## src/rtl/dmem_arbiter_if.sv

```systemverilog
`default_nettype none
// +--------------------------------------------------------------------+
// | dmem_arbiter_if : port A, port B and memory-side signal bundle     |
// | Rev 1.0 - initial release                                          |
// +--------------------------------------------------------------------+
interface dmem_arbiter_if #(
    parameter int AW = 30
);
    logic          a_req;
    logic          a_lock;
    logic          a_we;
    logic [3:0]    a_be;
    logic [AW-1:0] a_addr;
    logic [31:0]   a_wd;
    logic          a_gnt;
    logic          a_rvalid;
    logic [31:0]   a_rd;

    logic          b_req;
    logic          b_lock;
    logic          b_we;
    logic [3:0]    b_be;
    logic [AW-1:0] b_addr;
    logic [31:0]   b_wd;
    logic          b_gnt;
    logic          b_rvalid;
    logic [31:0]   b_rd;

    logic          mem_we;
    logic [3:0]    mem_be;
    logic [AW-1:0] mem_addr;
    logic [31:0]   mem_wd;
    logic [31:0]   mem_rd;

    modport slave (
        input  a_req, a_lock, a_we, a_be, a_addr, a_wd,
        input  b_req, b_lock, b_we, b_be, b_addr, b_wd,
        input  mem_rd,
        output a_gnt, a_rvalid, a_rd,
        output b_gnt, b_rvalid, b_rd,
        output mem_we, mem_be, mem_addr, mem_wd
    );

    modport master (
        output a_req, a_lock, a_we, a_be, a_addr, a_wd,
        output b_req, b_lock, b_we, b_be, b_addr, b_wd,
        output mem_rd,
        input  a_gnt, a_rvalid, a_rd,
        input  b_gnt, b_rvalid, b_rd,
        input  mem_we, mem_be, mem_addr, mem_wd
    );
endinterface
`default_nettype wire

```

## src/rtl/dmem_arbiter.sv

```systemverilog
`default_nettype none
// +--------------------------------------------------------------------+
// | dmem_arbiter : round-robin CPU/DMA arbiter for the data memory     |
// | with bus lock and lock watchdog; DMEM_ARB_STATS_EN adds counters.  |
// | Rev 1.0 - initial release                                          |
// +--------------------------------------------------------------------+
module dmem_arbiter #(
    parameter int AW       = 30,
    parameter int MAX_LOCK = 16
`ifdef DMEM_ARB_STATS_EN
   ,parameter int CW       = 16
`endif
) (
    input  wire           clk,
    input  wire           rst_n,
    dmem_arbiter_if.slave bus
`ifdef DMEM_ARB_STATS_EN
   ,input  wire           stats_clr,
    output logic [CW-1:0] a_gcnt,
    output logic [CW-1:0] b_gcnt,
    output logic [CW-1:0] cont_cnt
`endif
);

    localparam logic [1:0] c_st_idle   = 2'd0;
    localparam logic [1:0] c_st_lock_a = 2'd1;
    localparam logic [1:0] c_st_lock_b = 2'd2;
    localparam logic [8:0] c_max_lock  = 9'(MAX_LOCK);

    logic [1:0]    r_state;
    logic          r_last;      // 1: port B was granted last
    logic [7:0]    r_lcnt;
    logic          r_rpend;
    logic          r_rsel;

    logic          w_a_elig;
    logic          w_b_elig;
    logic          w_a_gnt;
    logic          w_b_gnt;
    logic          w_gnt;
    logic          w_g_lock;
    logic          w_g_we;
    logic [AW-1:0] w_addr;
    logic [8:0]    w_lcnt_inc;

    always_comb begin
        w_a_elig   = rst_n && bus.a_req && (r_state != c_st_lock_b);
        w_b_elig   = rst_n && bus.b_req && (r_state != c_st_lock_a);
        w_a_gnt    = w_a_elig && (!w_b_elig || r_last);
        w_b_gnt    = w_b_elig && !w_a_gnt;
        w_gnt      = w_a_gnt || w_b_gnt;
        w_g_lock   = w_b_gnt ? bus.b_lock : bus.a_lock;
        w_g_we     = w_b_gnt ? bus.b_we   : bus.a_we;
        w_addr     = w_b_gnt ? bus.b_addr : bus.a_addr;
        w_lcnt_inc = {1'b0, r_lcnt} + 9'd1;
    end

    // Idle cycles leave port A's fields on the memory bus with WE low.
    assign bus.a_gnt    = w_a_gnt;
    assign bus.b_gnt    = w_b_gnt;
    assign bus.mem_we   = w_gnt && w_g_we;
    assign bus.mem_be   = w_b_gnt ? bus.b_be : bus.a_be;
    assign bus.mem_addr = w_addr;
    assign bus.mem_wd   = w_b_gnt ? bus.b_wd : bus.a_wd;

    // Gating with rst_n drops a response already in flight when reset hits.
    assign bus.a_rvalid = rst_n && r_rpend && !r_rsel;
    assign bus.b_rvalid = rst_n && r_rpend &&  r_rsel;
    assign bus.a_rd     = bus.mem_rd;
    assign bus.b_rd     = bus.mem_rd;

    always_ff @(posedge clk) begin
        if (!rst_n) begin
            r_state <= c_st_idle;
            r_last  <= 1'b1;
            r_lcnt  <= 8'd0;
            r_rpend <= 1'b0;
            r_rsel  <= 1'b0;
        end else begin
            r_rpend <= w_gnt && !w_g_we;
            r_rsel  <= w_b_gnt;
            if (w_gnt) begin
                r_last <= w_b_gnt;
                if (w_g_lock && (w_lcnt_inc < c_max_lock)) begin
                    r_state <= w_b_gnt ? c_st_lock_b : c_st_lock_a;
                    r_lcnt  <= w_lcnt_inc[7:0];
                end else begin
                    // Plain unlocked access or watchdog expiry both free the bus.
                    r_state <= c_st_idle;
                    r_lcnt  <= 8'd0;
                end
            end
        end
    end

`ifdef DMEM_ARB_STATS_EN
    localparam logic [CW-1:0] c_cnt_max = '1;

    logic [CW-1:0] r_a_gcnt;
    logic [CW-1:0] r_b_gcnt;
    logic [CW-1:0] r_cont_cnt;

    always_ff @(posedge clk) begin
        if (!rst_n || stats_clr) begin
            r_a_gcnt   <= '0;
            r_b_gcnt   <= '0;
            r_cont_cnt <= '0;
        end else begin
            if (w_a_gnt && (r_a_gcnt != c_cnt_max))
                r_a_gcnt <= r_a_gcnt + CW'(1);
            if (w_b_gnt && (r_b_gcnt != c_cnt_max))
                r_b_gcnt <= r_b_gcnt + CW'(1);
            if (bus.a_req && bus.b_req && (r_cont_cnt != c_cnt_max))
                r_cont_cnt <= r_cont_cnt + CW'(1);
        end
    end

    assign a_gcnt   = r_a_gcnt;
    assign b_gcnt   = r_b_gcnt;
    assign cont_cnt = r_cont_cnt;
`endif

endmodule
`default_nettype wire

```

## src/flat_wrapper.sv

```systemverilog
// flat-port wrapper written by rule: the top's interface ports become plain ports
module dmem_arbiter_flat 
#(
    parameter int AW       = 30,
    parameter int MAX_LOCK = 16

)
  (clk, rst_n, bus_a_req, bus_a_lock, bus_a_we, bus_a_be, bus_a_addr, bus_a_wd, bus_b_req, bus_b_lock, bus_b_we, bus_b_be, bus_b_addr, bus_b_wd, bus_mem_rd, bus_a_gnt, bus_a_rvalid, bus_a_rd, bus_b_gnt, bus_b_rvalid, bus_b_rd, bus_mem_we, bus_mem_be, bus_mem_addr, bus_mem_wd);
  dmem_arbiter_if #(.AW(AW)) bus_i ();
  input  wire clk;
  input  wire rst_n;
  input wire logic [$bits(bus_i.a_req)-1:0] bus_a_req;
  input wire logic [$bits(bus_i.a_lock)-1:0] bus_a_lock;
  input wire logic [$bits(bus_i.a_we)-1:0] bus_a_we;
  input wire logic [$bits(bus_i.a_be)-1:0] bus_a_be;
  input wire logic [$bits(bus_i.a_addr)-1:0] bus_a_addr;
  input wire logic [$bits(bus_i.a_wd)-1:0] bus_a_wd;
  input wire logic [$bits(bus_i.b_req)-1:0] bus_b_req;
  input wire logic [$bits(bus_i.b_lock)-1:0] bus_b_lock;
  input wire logic [$bits(bus_i.b_we)-1:0] bus_b_we;
  input wire logic [$bits(bus_i.b_be)-1:0] bus_b_be;
  input wire logic [$bits(bus_i.b_addr)-1:0] bus_b_addr;
  input wire logic [$bits(bus_i.b_wd)-1:0] bus_b_wd;
  input wire logic [$bits(bus_i.mem_rd)-1:0] bus_mem_rd;
  output wire logic [$bits(bus_i.a_gnt)-1:0] bus_a_gnt;
  output wire logic [$bits(bus_i.a_rvalid)-1:0] bus_a_rvalid;
  output wire logic [$bits(bus_i.a_rd)-1:0] bus_a_rd;
  output wire logic [$bits(bus_i.b_gnt)-1:0] bus_b_gnt;
  output wire logic [$bits(bus_i.b_rvalid)-1:0] bus_b_rvalid;
  output wire logic [$bits(bus_i.b_rd)-1:0] bus_b_rd;
  output wire logic [$bits(bus_i.mem_we)-1:0] bus_mem_we;
  output wire logic [$bits(bus_i.mem_be)-1:0] bus_mem_be;
  output wire logic [$bits(bus_i.mem_addr)-1:0] bus_mem_addr;
  output wire logic [$bits(bus_i.mem_wd)-1:0] bus_mem_wd;
  assign bus_i.a_req = bus_a_req;
  assign bus_i.a_lock = bus_a_lock;
  assign bus_i.a_we = bus_a_we;
  assign bus_i.a_be = bus_a_be;
  assign bus_i.a_addr = bus_a_addr;
  assign bus_i.a_wd = bus_a_wd;
  assign bus_i.b_req = bus_b_req;
  assign bus_i.b_lock = bus_b_lock;
  assign bus_i.b_we = bus_b_we;
  assign bus_i.b_be = bus_b_be;
  assign bus_i.b_addr = bus_b_addr;
  assign bus_i.b_wd = bus_b_wd;
  assign bus_i.mem_rd = bus_mem_rd;
  assign bus_a_gnt = bus_i.a_gnt;
  assign bus_a_rvalid = bus_i.a_rvalid;
  assign bus_a_rd = bus_i.a_rd;
  assign bus_b_gnt = bus_i.b_gnt;
  assign bus_b_rvalid = bus_i.b_rvalid;
  assign bus_b_rd = bus_i.b_rd;
  assign bus_mem_we = bus_i.mem_we;
  assign bus_mem_be = bus_i.mem_be;
  assign bus_mem_addr = bus_i.mem_addr;
  assign bus_mem_wd = bus_i.mem_wd;
  dmem_arbiter #(.AW(AW), .MAX_LOCK(MAX_LOCK)) u_core (.clk(clk), .rst_n(rst_n), .bus(bus_i));
endmodule
```

## config.mk

```make
export PLATFORM = sky130hd
export DESIGN_NAME = dmem_arbiter_flat
export DESIGN_NICKNAME = d
export VERILOG_FILES = /design/src/rtl/dmem_arbiter_if.sv /design/src/rtl/dmem_arbiter.sv /design/src/flat_wrapper.sv
export SDC_FILE = /design/constraint.sdc
export NUM_CORES = 1
export LEC_CHECK = 0
export BUFFER_PORTS_ARGS = -buffer_cell sky130_fd_sc_hd__buf_2
export CAP_MARGIN = 10
export CORE_AREA = 2 2 120 122
export CTS_CLUSTER_DIAMETER = 50
export DETAILED_ROUTE_END_ITERATION = 8
export DIE_AREA = 0 0 122 124
export PLACE_DENSITY_LB_ADDON = 0.25
export SETUP_SLACK_MARGIN = 0.2
export SLEW_MARGIN = 20
export SYNTH_ARGS = -nofsm -noshare
export SYNTH_HDL_FRONTEND = slang
export SYNTH_SLANG_ARGS = --single-unit
```

## constraint.sdc

```tcl
create_clock -name clk -period 2 [get_ports clk]
set_clock_uncertainty 0.15 [all_clocks]
set_input_delay 0.4 -clock clk [delete_from_list [all_inputs] [get_ports clk]]
set_output_delay 0.4 -clock clk [all_outputs]
set_load 0.01 [all_outputs]
```

After elaboration in Yosys (flattened, before gate mapping)
Index checks and enable logic that the tools add are counted.
- logic and storage cells: 35
- bits in latches: 0
- memory bits (read-only): 0
- input port bits: 172
- register bits: 13
- memories kept: 0
- memory bits (writable): 0
- multipliers: 0
- equal/unequal tests: 2
- multiplexer cells: 8
- reduce and logical (&&, ||, !) cells: 18
- add/sub/neg operators: 1
- shifts and indexed selects: 0
- bitwise operators: 0
- $lt $le $gt $ge: 1
- divide/modulo/power cells: 0
- operators by type and width (operator ; number):
    32-bit 2-to-1 mux ; 1
    30-bit 2-to-1 mux ; 1
    1-bit logical AND ; 12
    8-bit by 1-bit adder with 9-bit output (second input constant) ; 1
    9-bit by 5-bit < comparator with 1-bit output (second input constant) ; 1
    8-bit 2-to-1 mux ; 1
    1-bit logical NOT ; 4
    2-bit 2-to-1 mux ; 2
    4-bit 2-to-1 mux ; 1
    1-bit logical OR ; 2
    1-bit 2-to-1 mux ; 2
    2-bit by 1-bit inequality test with 1-bit output (second input constant) ; 1
    2-bit inequality test (second input constant) ; 1

Depth between registers and ports, before layout
- depth in word-level cells: 10
- mapped depth: 7
- mapped depth without buffers: 6

Worst setup path after synthesis
No wires, ideal clock.
- path type: input to output
- from: input port bus_a_req
- to: output port bus_mem_addr[20]
- path slack: -0.151 ns
- arrival: 1.601 ns
- path buffers: 1
- stages: 4
- path through: a21bo_2 > a211oi_4 > buf_2 > mux2_2
- word-level cells in the longest chain between the ends: 6
- ends and longest elaborated chain (what ; RTL line ; source):
    start: declaration ; flat_wrapper.sv:12 ; input wire logic [$bits(bus_i.a_req)-1:0] bus_a_req;
    1-bit logical AND (2 in a row) ; dmem_arbiter.sv:47 ; w_a_elig = rst_n && bus.a_req && (r_state != c_st_lock_b);
    1-bit logical AND ; dmem_arbiter.sv:49 ; w_a_gnt = w_a_elig && (!w_b_elig || r_last);
    1-bit logical NOT ; dmem_arbiter.sv:50 ; w_b_gnt = w_b_elig && !w_a_gnt;
    1-bit logical AND ; dmem_arbiter.sv:50 ;
    named net bus_b_gnt ; flat_wrapper.sv:28 ; output wire logic [$bits(bus_i.b_gnt)-1:0] bus_b_gnt;
    30-bit 2-to-1 mux ; dmem_arbiter.sv:54 ; w_addr = w_b_gnt ? bus.b_addr : bus.a_addr;
    end: declaration ; flat_wrapper.sv:33 ; output wire logic [$bits(bus_i.mem_addr)-1:0] bus_mem_addr;
The timed path passes the listed nets, and every way through them passes these cells.

Worst setup path in the final report
- from: register u_core.r_state[1]
- to: output port bus_mem_addr[6]
- word-level cells in the longest chain between the ends: 8
- elaborated cells between the ends (all ways): 10
- ends and longest elaborated chain (what ; RTL line ; source):
    start: declaration ; dmem_arbiter.sv:30 ; logic [1:0] r_state;
    start signal: assignment ; dmem_arbiter.sv:74 ; r_state <= c_st_idle;
    start signal: assignment ; dmem_arbiter.sv:85 ; r_state <= w_b_gnt ? c_st_lock_b : c_st_lock_a;
    start signal: assignment ; dmem_arbiter.sv:89 ; r_state <= c_st_idle;
    2-bit by 1-bit inequality test with 1-bit output ; dmem_arbiter.sv:48 ; w_b_elig = rst_n && bus.b_req && (r_state != c_st_lock_a);
    1-bit logical AND ; dmem_arbiter.sv:48 ;
    1-bit logical NOT ; dmem_arbiter.sv:49 ;
    1-bit logical OR ; dmem_arbiter.sv:49 ;
    1-bit logical AND ; dmem_arbiter.sv:49 ;
    1-bit logical NOT ; dmem_arbiter.sv:50 ;
    1-bit logical AND (*) ; dmem_arbiter.sv:50 ;
    30-bit 2-to-1 mux (*) ; dmem_arbiter.sv:54 ;
Mark *: on every way between the ends. The rest lies on a longest branch, timed or not.

==> results.py <==
metrics = {
    "sta": {
        "grt_setup_unrepaired": "true",
        "finalCritPeriodShare_pct": 123,
        "slew_headroom_pct": 75.6,
        "setup_viol": 72,
        "post-route-min-period_ns": 2.46,
        "fmax_mhz": 406,
        "setup_slack_ns": -0.462,
        "maxSlewViolCount": 0,
        "worst_pin_slew_ns": 0.365,
        "hold_viol": 0,
    },
    "global_routing": {
        "gr-usage-met1_pct": 14.3,
        "grt_usage_pct": 10.8,
        "overflow": 0,
        "grt_antenna_before_repair": 0,
        "grt_pass1_wl_mm": 12.4,
        "grt_max_degree": 16,
        "grt_pass1_vias": 2209,
        "grt_util_met2_pct": 17.8,
        "gr-usage-met3_pct": 2.61,
        "grt_busiest_layer": "met2",
    },
    "drt": {
        "vias": 2185,
        "vias_per_cell": 3.88,
        "final_antenna_net_count": 0,
        "drt-total-wl_mm": 9.15,
        "dr.first_iter.drc_count": 47,
        "wl_per_cell_um": 16.3,
        "drtPass1Iterations": 4,
        "drc": 0,
    },
    "synthesis": {
        "avgSynthCellArea_um2": 9.10,
        "synth_seq_cells": 13,
        "yosysTopAreaCell": "mux2_2",
        "synth_top_area_share_pct": 38.7,
        "synth-seq-area-share_pct": 13.4,
        "ys_warn_count": 0,
        "netlist_instances": 214,
        "syn_nets": 387,
        "netlist_area_um2": 1950,
        "ys_types": 36,
        "synth_area_leaders": "mux2_2, buf_4, dfxtp_1",
    },
    "run": {
        "cap_violations": 0,
    },
    "power_and_ir_drop": {
        "powerDensity_nw_per_um2": 400,
        "p_leak_uw": 0.00190,
        "switching_share_pct": 28.9,
        "internal_power_uw": 1070,
        "combPwrFrac_pct": 56.6,
        "power.switching_uw": 434,
        "ir_worst_vdd_v": 0.000312,
        "pwr-share-seq_pct": 18.4,
        "clockPowerShare_pct": 25.0,
    },
    "placement": {
        "portBuffers": 210,
        "place.gp.congestion": 0.731,
        "dp_cells": 551,
        "dpl.hpwl_mm": 7.27,
    },
    "cells_and_area": {
        "fin_util_pct": 27.4,
        "n_antenna_cell": 0,
        "drive_gt1_share_pct": 84.6,
        "fin_cells": 563,
        "syn2layout_area_growth_pct": 93.1,
        "nFillCells": 1471,
        "nets": 557,
    },
    "floorplan": {
        "rows": 43,
        "start_util_pct": 14.2,
        "core_um2": 13700,
        "ioPinCount": 307,
        "die_h_um": 124,
        "die-area_um2": 15100,
        "die_w_um": 122,
    },
    "clock_tree": {
        "cts_sinks": 13,
        "clk_latency_ns": 0.24,
        "htreeDepth": 1,
        "cts_buffer_depth": 2,
        "cts_buffers": 3,
        "cts_tree": "yes",
        "clockRootBuffer": "clkbuf_16",
        "clk_pin_slew_ns": 0.04,
    },
    "run_status": {
        "violations": "negative setup slack",
        "outcome": "complete, but fails checks",
    },
    "worst_hold_path": {
        "min_path_type": "primary input to flop",
        "hold_end": "u_core.r_state[0]",
        "hold_depth": 3,
        "hold_start": "bus_a_lock",
    },
    "critical_path": {
        "r2r_end": "u_core.r_lcnt[2]",
        "start_kind": "flop",
        "arrival_ns": 1.91,
        "worst-setup-path-type": "flop to output port",
        "critical_path.max_fanout": 8,
        "r2r-start": "u_core.r_state[1]",
        "worstSetupEndpointType": "output port",
        "reg2reg_slack_ns": -0.05,
        "critPathRequiredTime_ns": 1.45,
        "r2r_cells": 8,
    },
}
[layer usage]
layer / up-vias / wire (um)
met1: 981 / 3750
li1: 1029 / -
met4: 0 / 153
met2: 153 / 4360
met3: 22 / 896
met5: - / 0
[final cells by class]
type / count / area [um2] / share of cell area [%]
sequential: 13 / 268 / 7.12
tap: 180 / 225 / 5.99
inverter: 2 / 7.51 / 0.200
clock buffer: 4 / 78.8 / 2.10
multi-input combinational: 125 / 1410 / 37.6
timing repair buffer: 239 / 1770 / 47.0
[flip-flops by register name (all words and copies together) (netlist names)]
register and count:
u_core.r_last 1, u_core.r_rpend 1, u_core.r_rsel 1, u_core.r_lcnt 8
u_core.r_state 2
[power by group through the flow]
stage,combinational (uW),sequential [uW],clock (uW)
2_1_floorplan,414,278,0
4_1_cts,839,277,389
5_1_grt,909,278,403
3_3_place_gp,598,280,0
3_5_place_dp,598,280,0
6_report,850,277,376
[metrics by stage]
step	worst slack (ns)	total power (uW)	area (um2)	hold slack (ns)	setup TNS, ns
floorplan	-0.103	692	2010	0.307	-6.32
global placement	-0.474	877	2900	0.330	-26.86
detailed placement	-0.489	879	2900	0.339	-27.80
CTS	-0.503	1500	3690	0.314	-30.54
global route	-0.558	1590	3760	0.325	-34.55
finish	-0.462	1500	3760	0.314	-27.77
[worst max path at each step]
stage	start	endpoint	slack (ns)
finish	u_core.r_state[1]	bus_mem_addr[6]	-0.46
CTS	u_core.r_state[1]	bus_mem_addr[7]	-0.50
detailed placement	bus_a_req	bus_mem_wd[26]	-0.49
global placement	bus_a_req	bus_mem_wd[26]	-0.47
global route	u_core.r_state[1]	bus_mem_addr[9]	-0.56
floorplan	bus_a_req	bus_mem_addr[0]	-0.10
[cells in the mapped netlist (all sizes together)]
cell	instances
a21oi	1
a211oi	2
a2111oi	1
nand2b	2
maj3	1
inv	2
o21ai	2
mux2	67
dfxtp	13
mux2i	1
nor4b	1
nand4	4
nand4b	2
a21bo	1
ha	1
a21boi	3
and3b	1
clkbuf	3
nor2	6
a32oi	1
xnor2	1
nor2b	2
a31oi	1
o211ai	1
nand3	2
a31o	1
o31ai	1
and3	7
nand2	9
a211o	1
and2	1
buf	71
or2	1
[critical path, cell delays in order (launching register included)]
cell and delay [ns]:
dfxtp_2 0.33, and3b_1 0.21, a211oi_4 0.26, buf_6 0.23, buf_8 0.16, mux2_2 0.35
buf_6 0.12
[cells in the final DEF (no fill, tap or decap), types with 2 or more instances in the layout]
| master | Yosys | final |
|---|---|---|
| and3_4 | 0 | 2 |
| nand3_1 | 2 | 2 |
| clkbuf_16 | 0 | 4 |
| buf_4 | 64 | 15 |
| mux2_4 | 0 | 56 |
| nor2_1 | 6 | 6 |
| buf_16 | 0 | 2 |
| and3_1 | 7 | 5 |
| dfxtp_2 | 0 | 3 |
| mux2_2 | 67 | 11 |
| buf_6 | 0 | 67 |
| buf_8 | 0 | 2 |
| nand4_1 | 4 | 4 |
| nand2_1 | 9 | 9 |
| buf_2 | 7 | 150 |
| nand4b_1 | 2 | 2 |
| inv_1 | 2 | 2 |
| dfxtp_1 | 13 | 9 |
| buf_12 | 0 | 2 |
| nor2b_1 | 2 | 2 |
| a21boi_1 | 2 | 3 |
[kinds of logic (layout without fill, tap and decap cells)]
kind of cell	Yosys count	after routing	synth area share, %
simple gates	38	38	10.7
compound gates	16	16	7.71
flops	13	13	13.4
fa+ha+maj	2	2	1.16
mux	68	68	39.2
buf+inv	76	245	27.4
xor+xnor	1	1	0.450
[repair_timing]
item,CTS,global route
cloned,2,1
resized for setup,131,10
hold buffers,0,0
endpoints found under the setup margin,76,76
pin swaps,5,2
buffers inserted,5,0
No activity file was read; power rests on OpenSTA's default activity.
